$ cat config.mk
export PLATFORM = sky130hd
export DESIGN_NAME = next_pc_unit
export DESIGN_NICKNAME = d
export VERILOG_FILES = /design/src/rtl/next_pc_unit.sv
export SDC_FILE = /design/constraint.sdc
export NUM_CORES = 1
export LEC_CHECK = 0
export BUFFER_PORTS_ARGS = -buffer_cell sky130_fd_sc_hd__buf_2
export CORE_ASPECT_RATIO = 1.2
export CORE_MARGIN = 8
export CORE_UTILIZATION = 47
export CTS_BUF_LIST = sky130_fd_sc_hd__clkbuf_8
export CTS_CLUSTER_SIZE = 25
export DETAILED_ROUTE_END_ITERATION = 10
export GPL_TIMING_DRIVEN = 1
export PLACE_DENSITY = 0.84
export SETUP_SLACK_MARGIN = 0.1
export SYNTH_ARGS = -nofsm -noshare
export SYNTH_HDL_FRONTEND = slang
export SYNTH_SLANG_ARGS = --single-unit
$ cat constraint.sdc
create_clock -name clk -period 2.43 [get_ports clk]
set_clock_uncertainty 0.1 [all_clocks]
set_input_delay 0.1215 -clock clk [delete_from_list [all_inputs] [get_ports clk]]
set_output_delay 0.1215 -clock clk [all_outputs]
set_load 0.005 [all_outputs]
$ cat src/rtl/next_pc_unit.sv
//------------------------------------------------------------------------------
// Module      : next_pc_unit
// Description : Fetch-stage PC register with next-PC selection (seq, branch,
//               J/JAL, JR, exception) and an advisory return-address stack.
//               Optional macro MISALIGN_TRAP_EN traps misaligned JR targets.
// Revision    : 1.0 - initial release
//------------------------------------------------------------------------------
`timescale 1ns/1ps
`default_nettype none

module next_pc_unit #(
    parameter int                ADDR_W    = 32,
    parameter int                INDEX_W   = 26,
    parameter logic [ADDR_W-1:0] RESET_PC  = 32'h0000_3000,
    parameter logic [ADDR_W-1:0] EXC_VEC   = 32'h0000_4180,
    parameter int                RAS_DEPTH = 4
) (
    input  logic                         clk,
    input  logic                         rst_n,
    input  logic                         stall,
    input  logic                         exc,
    input  logic [ADDR_W-1:0]            id_pc,
    input  logic                         br_taken,
    input  logic [15:0]                  br_off,
    input  logic                         j_en,
    input  logic                         jal,
    input  logic [INDEX_W-1:0]           j_index,
    input  logic                         jr_en,
    input  logic [ADDR_W-1:0]            jr_target,
    input  logic                         jr_ra,
    output logic [ADDR_W-1:0]            pc,
    output logic [ADDR_W-1:0]            pc_plus4,
    output logic [ADDR_W-1:0]            ras_top,
    output logic [$clog2(RAS_DEPTH):0]   ras_count,
    output logic                         ras_ovf,
    output logic                         ras_unf,
    output logic                         misalign
);

    localparam int                  c_PTR_W = $clog2(RAS_DEPTH);
    localparam int                  c_CNT_W = c_PTR_W + 1;
    localparam logic [c_CNT_W-1:0]  c_FULL  = c_CNT_W'(RAS_DEPTH);
    localparam logic [ADDR_W-1:0]   c_WORD_MASK = {{(ADDR_W-2){1'b1}}, 2'b00};

    logic [ADDR_W-1:0]  r_pc;
    logic [ADDR_W-1:0]  w_pc_next;
    logic [ADDR_W-1:0]  w_id_p4;
    logic [ADDR_W-1:0]  w_br_target;
    logic [ADDR_W-1:0]  w_j_target;
    logic [ADDR_W-1:0]  w_jr_target;
    logic               w_push;
    logic               w_pop;
    logic [ADDR_W-1:0]  r_ras [RAS_DEPTH];
    logic [c_PTR_W-1:0] r_ptr;
    logic [c_PTR_W-1:0] w_push_ptr;
    logic [c_CNT_W-1:0] r_count;
    logic               r_ovf;
    logic               r_unf;
    logic               w_ras_full;
    logic               w_ras_empty;

    assign w_id_p4     = id_pc + ADDR_W'(4);
    assign w_br_target = w_id_p4 + {{(ADDR_W-18){br_off[15]}}, br_off, 2'b00};
    assign w_j_target  = {w_id_p4[ADDR_W-1:INDEX_W+2], j_index, 2'b00};
    assign w_jr_target = jr_target & c_WORD_MASK;

    assign w_ras_full  = (r_count == c_FULL);
    assign w_ras_empty = (r_count == '0);
    assign w_push_ptr  = r_ptr + c_PTR_W'(1);

`ifdef MISALIGN_TRAP_EN
    logic w_mis;
    logic r_misalign;
    logic w_jr_misaligned;

    assign w_jr_misaligned = |jr_target[1:0];
    assign misalign        = r_misalign;
`else
    assign misalign        = 1'b0;
`endif

    // Priority: exc > stall > jr > j > branch > sequential.
    always_comb begin
        w_pc_next = r_pc + ADDR_W'(4);
        w_push    = 1'b0;
        w_pop     = 1'b0;
`ifdef MISALIGN_TRAP_EN
        w_mis     = 1'b0;
`endif
        if (exc) begin
            w_pc_next = EXC_VEC;
        end else if (stall) begin
            w_pc_next = r_pc;
        end else if (jr_en) begin
`ifdef MISALIGN_TRAP_EN
            if (w_jr_misaligned) begin
                w_pc_next = EXC_VEC;
                w_mis     = 1'b1;
            end else begin
                w_pc_next = w_jr_target;
                w_pop     = jr_ra;
            end
`else
            w_pc_next = w_jr_target;
            w_pop     = jr_ra;
`endif
        end else if (j_en) begin
            w_pc_next = w_j_target;
            w_push    = jal;
        end else if (br_taken) begin
            w_pc_next = w_br_target;
        end
    end

    always_ff @(posedge clk or negedge rst_n) begin
        if (!rst_n) begin
            r_pc    <= RESET_PC;
            r_ptr   <= '0;
            r_count <= '0;
            r_ovf   <= 1'b0;
            r_unf   <= 1'b0;
        end else begin
            r_pc <= w_pc_next;
            if (exc) begin
                r_count <= '0;
            end else if (w_push) begin
                // When full the next slot holds the oldest entry, so the
                // pointer still advances and the oldest is overwritten.
                r_ptr <= w_push_ptr;
                if (w_ras_full) begin
                    r_ovf <= 1'b1;
                end else begin
                    r_count <= r_count + c_CNT_W'(1);
                end
            end else if (w_pop) begin
                if (w_ras_empty) begin
                    r_unf <= 1'b1;
                end else begin
                    r_ptr   <= r_ptr - c_PTR_W'(1);
                    r_count <= r_count - c_CNT_W'(1);
                end
            end
        end
    end

    always_ff @(posedge clk) begin
        if (w_push) begin
            r_ras[w_push_ptr] <= id_pc + ADDR_W'(8);
        end
    end

`ifdef MISALIGN_TRAP_EN
    always_ff @(posedge clk or negedge rst_n) begin
        if (!rst_n) begin
            r_misalign <= 1'b0;
        end else begin
            r_misalign <= w_mis;
        end
    end
`endif

    assign pc        = r_pc;
    assign pc_plus4  = r_pc + ADDR_W'(4);
    assign ras_top   = w_ras_empty ? '0 : r_ras[r_ptr];
    assign ras_count = r_count;
    assign ras_ovf   = r_ovf;
    assign ras_unf   = r_unf;

endmodule

`default_nettype wire
=== Yosys cells after proc, flatten, opt, wreduce, memory -nomap -nowiden ===
Memory sizes are Yosys's and may differ from the RTL's.
Index checks and enable logic that the tools add are counted.

* Register bits after elaboration: 39
* Bits in writable memories: 128
* Bits of input ports: 115
* Output and inout port bits: 102
* Logic and storage cells: 51
* Memories: 1

* Add/sub/neg operators: 8
* Equal/unequal tests: 5
* Muxes and demuxes: 23
* Bitwise logic cells: 2
* Reductions and logical operators: 7

{| class="wikitable"
|+ Memories
! memory !! depth !! width !! rd ports !! clocked after memory_dff !! write ports !! RTL line !! source
|-
| r_ras || 4 || 32 || 1 || 0 || 1 || 53 || <nowiki>logic [ADDR_W-1:0] r_ras [RAS_DEPTH];</nowiki>
|}

{| class="wikitable"
|+ Operator list
! kind !! number
|-
| $mux 32 || 6
|-
| $add 32x3->32 const B || 2
|-
| $add 32x32->32 || 1
|-
| $add 32x4->32 const B || 1
|-
| $mux 3 || 5
|-
| $mux 1 || 9
|-
| $reduce_and 3->1 || 3
|-
| $mux 2 || 3
|-
| $ne 3x3->1 const B || 2
|-
| $reduce_and 4->1 || 1
|-
| $add 3x1->3 const B || 1
|-
| $eq 3x3->1 const B || 1
|-
| $logic_not 3->1 || 1
|-
| $reduce_bool 3->1 || 1
|-
| $sub 3x1->3 const B || 1
|-
| $add 2x1->2 const B || 1
|-
| $ne 2x1->1 const B || 1
|-
| $ne 2x2->1 const B || 1
|-
| $not 1->1 || 2
|-
| $reduce_bool 2->1 || 1
|-
| $sub 2x1->2 const B || 1
|}

=== Depth between registers and ports, before layout ===
Gate-level depths: netlist of the first run.

* Word-level depth: 7
* Mapped depth: 18
* Gate-level depth less buffers: 17

=== Least setup slack after synthesis of the first run ===
Ideal clock, no wire load.

* Path type: in2reg
* Start: in id_pc[5]
* End: reg r_pc[29] (netlist: pc[29])
* Setup time: 0.090 ns
* Arrival: 3.146 ns
* Required time: 2.240 ns
* Setup slack: -0.906 ns
* Cell stages on the path: 18
* Buffers on the path: 1
* Path through: buf_2 > nand3_1 > nor2_1 > nand3_1 > nor4_1 > nand2_1 > nor2_1 > nand2_1 > xnor2_1 > ha_1 > and2_1 > nand2_1 > a21oi_1 > a211oi_1 > mux2i_1 > o221ai_1 > a31o_2 > o221ai_1

* Word-level cells in the longest chain between the ends: 7

{| class="wikitable"
|+ RTL lines
! item !! RTL line !! source
|-
| start, declared || 22 || <nowiki>input logic [ADDR_W-1:0] id_pc,</nowiki>
|-
| $add 32x3->32 (*) || 62 || <nowiki>assign w_id_p4 = id_pc + ADDR_W'(4);</nowiki>
|-
| $add 32x32->32 || 63 || <nowiki>assign w_br_target = w_id_p4 + {{(ADDR_W-18){br_off[15]}}, br_off, 2'b00};</nowiki>
|-
| $mux 32 || 110 || <nowiki>end else if (br_taken) begin</nowiki>
|-
| $mux 32 (*) || 107 || <nowiki>end else if (j_en) begin</nowiki>
|-
| $mux 32 (*) || 94 || <nowiki>end else if (jr_en) begin</nowiki>
|-
| $mux 32 (*) || 92 || <nowiki>end else if (stall) begin</nowiki>
|-
| $mux 32 (*) || 90 || <nowiki>if (exc) begin</nowiki>
|-
| end signal, assigned || 123 || <nowiki>r_pc <= w_pc_next;</nowiki>
|-
| end, declared || 45 || <nowiki>logic [ADDR_W-1:0] r_pc;</nowiki>
|}

Every way passes the cells marked *; elsewhere a longest branch is shown, timed or not. The select of a mux whose other input is x is not followed.
A chain may end at the register's enable or synchronous reset.

=== Worst setup path after layout of the first run ===
* Start: in id_pc[11]
* End: reg r_pc[25] (netlist: pc[25])

* Word-level cells in the longest chain between the ends: 7

{| class="wikitable"
|+ RTL lines
! item !! RTL line
|-
| $add 32x3->32 || 62
|-
| $add 32x32->32 || 63
|-
| $mux 32 || 110
|-
| $mux 32 || 107
|-
| $mux 32 || 94
|-
| $mux 32 || 92
|-
| $mux 32 || 90
|}

Every way passes these cells. The select of a mux whose other input is x is not followed.

==> flow_summary.toml, run 1 <==
[outcome]
status = "finished, violations left"
violations = "setup timing"

[critical_path]
slowest_delay_ns = 0.33
crit_chain = "buf_6 > buf_6 > nand4_1 > buf_4 > nor4_4 > buf_4 > buf_4 > xor2_1 > ha_1 > buf_6 > and3_4 > nor4_2 > buf_4 > o31a_1 > xor2_2 > o211ai_1"
crit_fanout = 5
worst_ep_required_time_ns = 2.71
cpMostUsedCell = "buf_4"
critical_path.endpoint_type = "flip-flop"
worstPathBufferInverterCount = 7
cp_slowest_cell = "ha_1"
critPathLaunchType = "input pin"
path_class = "in -> reg"
worstPathArrival_ns = 3.11
crit_family = "buffers and inverters"

[die]
dieArea_um2 = 27400
rows = 60
top_level_ports = 217
die_h_um = 180
initial_utilization_pct = 47.3
die_w_um = 153
core-area_um2 = 22200

[clock_tree]
clk_latency_ns = 0.49
numCtsBuffers = 17
root_buffer = "clkbuf_8"
cts_tree = "built"
clock-sinks = 167
path_clk_slew_ns = 0.11
clock_path_buffers = 2
h-tree-depth = 4

[placed_design]
dp_worst_setup_slack_ns = -0.932
dp.cells = 1639
place_area_um2 = 13500
dp_hpwl_um = 26100
place.gp.congestion = 0.940
portBuffers = 213

[global_routing]
grt_pass1_vias = 11000
grt_max_degree = 34
grt_pass1_wl_um = 58400
overflow = 0
grtUsageTotal_pct = 26.8
antenna_found_initial = 3

[synth]
avgSynthCellArea_um2 = 10.6
synth_edf_count = 128
seq_area_frac_synth_pct = 45.8
synthesis.area_um2 = 10500
synth.distinct_cells = 73
postSynthCellCount = 990
syn_nets = 1147
synth_async_sr_flop_share_pct = 23.4
synth-seq-cells = 167
synthFlopType = "edfxtp_1"
yosysWarnings = 0

[power_and_ir_drop]
power.density_nw_per_um2 = 530
power.leakage_uw = 0.00689
vdd_drop_max_mv = 0.481

[detailed_routing]
wl_per_cell_um = 22.9
drc = 0
ant_nets = 0
drt-total-wl_um = 40900
vias = 10900
first_pass_iters = 7
vias_per_cell = 6.11
drt-initial-drc-count = 1176

[cells_and_area]
nFillCells = 1378
instances_no_fill = 1783
multi_input_area_um2 = 6610
drive_gt1_share_pct = 48.9
regArea_um2 = 4820
syn_to_final_growth_pct = 52.5
finalInstanceArea_um2 = 16000
final_nets = 1644
fin_util_pct = 72.2

[timing]
worst_pin_slew_ns = 0.630
relSlewSlack_pct = 57.7
maxSlewViolCount = 0
setup_slack_ns = -0.402
final-hold-violation-count = 0
period_minus_slack_ns = 2.83
fmax_ghz = 0.353
rsz0062_at_grt = "true"
finalSetupViolCount = 37
fin_setup_tns_ns = -6.67
post-route-period-util_pct = 117

[run]
drv_cap = 0

[hold_path]
hold_class = "in -> reg"
[metal layers]
layer | vias to the layer above | global-route usage [%] | routed length, um
met5 | - | 0 | 0
met4 | 0 | 14.6 | 2670
met3 | 235 | 4.97 | 3320
met2 | 774 | 47.5 | 20200
met1 | 5197 | 30.0 | 14700
li1 | 4682 | - | -
[power breakdown]
part	internal [uW]	switching [uW]
Clock	787	1270
Sequential	3180	81.1
Combinational	1650	1540
Total	5610	2880
[worst register-to-register path: stages, from the launching register on]
cell,delay (ns)
dfstp_2,0.55
and3_4,0.18
and4_4,0.26
and4_4,0.30
buf_6,0.13
nand2_4,0.05
xnor2_2,0.15
o221a_2,0.25
or4b_1,0.44
nand3_1,0.08
[cell usage after synthesis (4+ instances only)]
master | instances | share of area [%]
inv_1 | 30 | 1.1
nand3_1 | 41 | 2.0
clkbuf_1 | 39 | 1.4
o22ai_1 | 16 | 0.95
buf_4 | 5 | 0.36
o41ai_1 | 7 | 0.58
edfxtp_1 | 128 | 37
o21a_1 | 9 | 0.64
nand2b_1 | 7 | 0.42
nor2b_1 | 37 | 2.2
a22oi_1 | 5 | 0.36
mux2i_1 | 8 | 0.76
o31ai_1 | 4 | 0.29
xnor2_1 | 58 | 4.8
a21o_1 | 15 | 1.1
and2_1 | 14 | 0.83
nand2_1 | 78 | 2.8
a211oi_1 | 12 | 0.86
xor2_1 | 37 | 3.1
or3_1 | 12 | 0.71
nor4_1 | 4 | 0.24
nand4_1 | 16 | 0.95
and4_1 | 7 | 0.58
o221ai_1 | 5 | 0.42
a21oi_1 | 51 | 2.4
o21ai_0 | 39 | 1.9
nor2_1 | 84 | 3.0
nor3_1 | 18 | 0.86
dfrtp_1 | 37 | 8.8
mux4_2 | 32 | 6.8
ha_1 | 40 | 4.8
o211ai_1 | 14 | 1.0
and3_1 | 16 | 0.95
[cell families after synthesis]
kind of cell,after synthesis,synth area share [%]
multiplexers,41,7.72
flip-flops,167,45.8
XOR/XNOR,96,8.06
AND/OR/NAND/NOR,346,16.4
AO/OA/AOI/OAI,215,13.6
buffers and inverters,82,3.14
other,1,0.0356
adder cells (fa/ha/maj),42,5.14
[worst paths after layout]
| check | from | end | slack (ns) | depth (start not counted) |
|---|---|---|---|---|
| worst max-delay path | id_pc[11] | pc[25]$_DFFE_PN0P_ | -0.40 | 16 |
| worst min-delay path | j_index[3] | pc[5]$_DFFE_PN0P_ | 0.02 | 5 |
| worst max register to register | pc[13]$_DFFE_PN1P_ | pc[24]$_DFFE_PN0P_ | -0.13 | 9 |
| worst min register to register | ras_ovf$_DFFE_PN0P_ | ras_ovf$_DFFE_PN0P_ | 0.38 | 1 |
| max in group asynchronous | rst_n | pc[23]$_DFFE_PN0P_ | 1.53 | 3 |
| min in group asynchronous | rst_n | pc[3]$_DFFE_PN0P_ | 0.05 | 2 |
[cell type report]
type	count	area share [%]
multi-input combinational	741	41.2
sequential	167	30.1
timing repair buffer	528	23.2
tap	279	2.18
clock buffer	17	1.46
clock inverter	15	1.09
inverter	32	0.748
antenna	4	0.0624
[what timing repair did]
action / in CTS / in global routing
endpoints found under the hold margin: 91 / 0
setup buffers: 46 / 20
gates resized for setup: 149 / 93
hold buffers: 45 / 0
endpoints found under the setup margin: 47 / 94
pin swaps: 79 / 81
[per-stage QoR]
step                      power, uW  hold slack, ns
after floorplan                4940          -0.274
after global placement         5890          0.0289
after detailed placement       5950          0.0399
after CTS                      8200         0.00262
after global routing           8830          0.0164
final                          8500          0.0167
[sequential cells by signal, summed over array words and instances (netlist names)]
name,count
ras_unf,1
r_ras,128
r_ptr,2
pc,32
ras_ovf,1
ras_count,3
[placed cells by master (no fill, tap or decap), drive strengths merged, types with 12 or more instances in the layout]
cell,n
nand3,42
nor2,84
a21o,15
ha,40
inv,38
dlygate4sd3,45
dfrtp,37
o211ai,14
and3,17
nand2,79
or3,12
o21ai,40
clkbuf,17
nor2b,37
o22ai,16
mux4,32
a21oi,51
buf,483
nor3,19
and2,14
edfxtp,128
nand4,16
xor2,37
a211oi,13
xnor2,59
Power figures use the tool's default switching activity.
==> run 2, diff against run 1 <==
PLACE_DENSITY = 0.73   (was 0.84)
==> run 2 against run 1 <==
The run still ends with setup timing left. Design area is 1.7% lower. Combinational power is 6% lower. Maximum frequency is 4.8% higher.
==> flow_summary.toml, run 2 (same netlist as run 1, synthesis figures left out) <==
[clock_tree]
root_buffer = "clkbuf_8"
clk_latency_ns = 0.47
numCtsBuffers = 17
path_clk_slew_ns = 0.11
clock-sinks = 167
clock_path_buffers = 2
cts_tree = "built"
h-tree-depth = 4

[hold_path]
hold_class = "in -> reg"

[cells_and_area]
final_nets = 1639
drive_gt1_share_pct = 47.5
syn_to_final_growth_pct = 49.9
regArea_um2 = 4830
multi_input_area_um2 = 6360
nFillCells = 1480
mostFrequentLayoutCells = "227 x buf_4, 204 x buf_2, 128 x edfxtp_1"
top_register = "r_ras"
final_common_cell = "buf_4"
largest_register_ffs = 128
finalInstanceArea_um2 = 15800

[detailed_routing]
drt-initial-drc-count = 709
vias_per_cell = 5.63
ant_nets = 0
wl_per_cell_um = 20.1
drt-total-wl_um = 35700
first_pass_iters = 5
vias = 9998
drc = 0

[global_routing]
met3_usage_pct = 4.41
grt_max_degree = 34
overflow = 0
grtUsageTotal_pct = 24.3
grt_use_met1_pct = 27.9
top_usage_layer = "met2"
met2_usage_pct = 43.5
antenna_found_initial = 1
grt_pass1_vias = 10400
grt_pass1_wl_um = 53300

[timing]
fin_setup_tns_ns = -3.72
fmax_ghz = 0.370
final-hold-violation-count = 0
rsz0062_at_grt = "true"
maxSlewViolCount = 0
finalSetupViolCount = 26
worst_pin_slew_ns = 0.585
post-route-period-util_pct = 111
period_minus_slack_ns = 2.70
relSlewSlack_pct = 60.7
setup_slack_ns = -0.273

[placed_design]
dp_hpwl_um = 25200
portBuffers = 213
place_area_um2 = 13400
place.gp.congestion = 0.937

[critical_path]
worst_ep_required_time_ns = 2.70
crit_fanout = 4
worstPathArrival_ns = 2.97
critPathLaunchType = "input pin"
path_class = "in -> reg"
critical_path.endpoint_type = "flip-flop"

[power_and_ir_drop]
seqPwrFrac_pct = 39.6
power.density_nw_per_um2 = 522
intPower_uw = 5530
clkPwrFrac_pct = 23.9
power.leakage_uw = 0.00684
combPwrFrac_pct = 36.5
p_sw_share_pct = 32.7
vdd_drop_max_mv = 0.299
switchingPower_uw = 2690

[die]
dieArea_um2 = 27400
die_w_um = 153
initial_utilization_pct = 47.3
die_h_um = 180
core-area_um2 = 22200
rows = 60
top_level_ports = 217

[outcome]
violations = "setup timing"
status = "finished, violations left"

[run]
drv_cap = 0
## run 2: per-stage QoR
| step | util [%] | power [uW] | std cells | setup WS [ns] | hold WS, ns |
|---|---|---|---|---|---|
| floorplan | - | 4940 | 990 | -0.475 | -0.274 |
| global placement | 60.4 | 5890 | 1635 | -0.853 | 0.00730 |
| detailed placement | 60.4 | 5930 | 1635 | -0.929 | 0.0132 |
| CTS | 67.9 | 8090 | 1751 | -0.221 | 0.00169 |
| global route | 71.0 | 8590 | 1775 | -0.411 | 0.0208 |
| finish | 71.0 | 8230 | 1775 | -0.273 | 0.0204 |
## run 2: area by class of cell
| type | instances | share of cell area, % |
|---|---|---|
| repair buffers | 523 | 23.6 |
| clock inverters | 15 | 1.00 |
| inverters | 32 | 0.785 |
| flip-flops and latches | 167 | 30.6 |
| well taps | 279 | 2.21 |
| multi-input cells | 741 | 40.3 |
| clock buffers | 17 | 1.48 |
| diodes | 1 | 0.0159 |
## run 2: path summary, 6_finish.rpt
check                                         to  cells past startpoint                start  slack (ns)
setup reg to reg              pc[31]$_DFFE_PN0P_                      9   pc[13]$_DFFE_PN1P_       -0.07
hold reg to reg              ras_unf$_DFFE_PN0P_                      1  ras_unf$_DFFE_PN0P_        0.42
min in group asynchronous      pc[5]$_DFFE_PN0P_                      2                rst_n        0.04
hold / removal             r_ras[0][9]$_DFFE_PP_                      3             id_pc[9]        0.02
setup / recovery              pc[22]$_DFFE_PN0P_                     17             id_pc[3]       -0.27
max in group asynchronous   r_ptr[0]$_DFFE_PN0P_                      3                rst_n        1.60
## run 2: metal layers
metal  vias to the layer above  share of wire (%)
met5                         -                  0
met4                         0                3.7
met3                        81                6.1
met2                       432                 51
met1                      4819                 39
li1                       4666                  -
## run 2: worst max-delay path: stages
cell and delay (ns):
buf_8 0.08, buf_6 0.10, ha_4 0.15, nand2_4 0.06, nor3_4 0.21, and3_4 0.24, xor2_4 0.07, ha_4 0.30
and3_4 0.20, nand4b_1 0.14, a21boi_2 0.27, o21ai_4 0.10, buf_6 0.14, a31oi_1 0.18, xor2_1 0.25, nor2_1 0.08
o41ai_2 0.28
## run 2: what timing repair did
action                                  in CTS  in global routing
setup buffers                               44                 23
pin swaps                                   77                 83
endpoints found under the hold margin       85                  0
hold buffers                                41                  0
endpoints found under the setup margin      47                109
resized for setup                          112                103
## run 2: power groups by stage
stage	logic [uW]	registers, uW	clock network [uW]
4_1_cts	2830	3250	2000
2_1_floorplan	1620	3320	0
6_report	3000	3260	1970
5_1_grt	3220	3270	2100
3_5_place_dp	2620	3310	0
3_3_place_gp	2590	3300	0
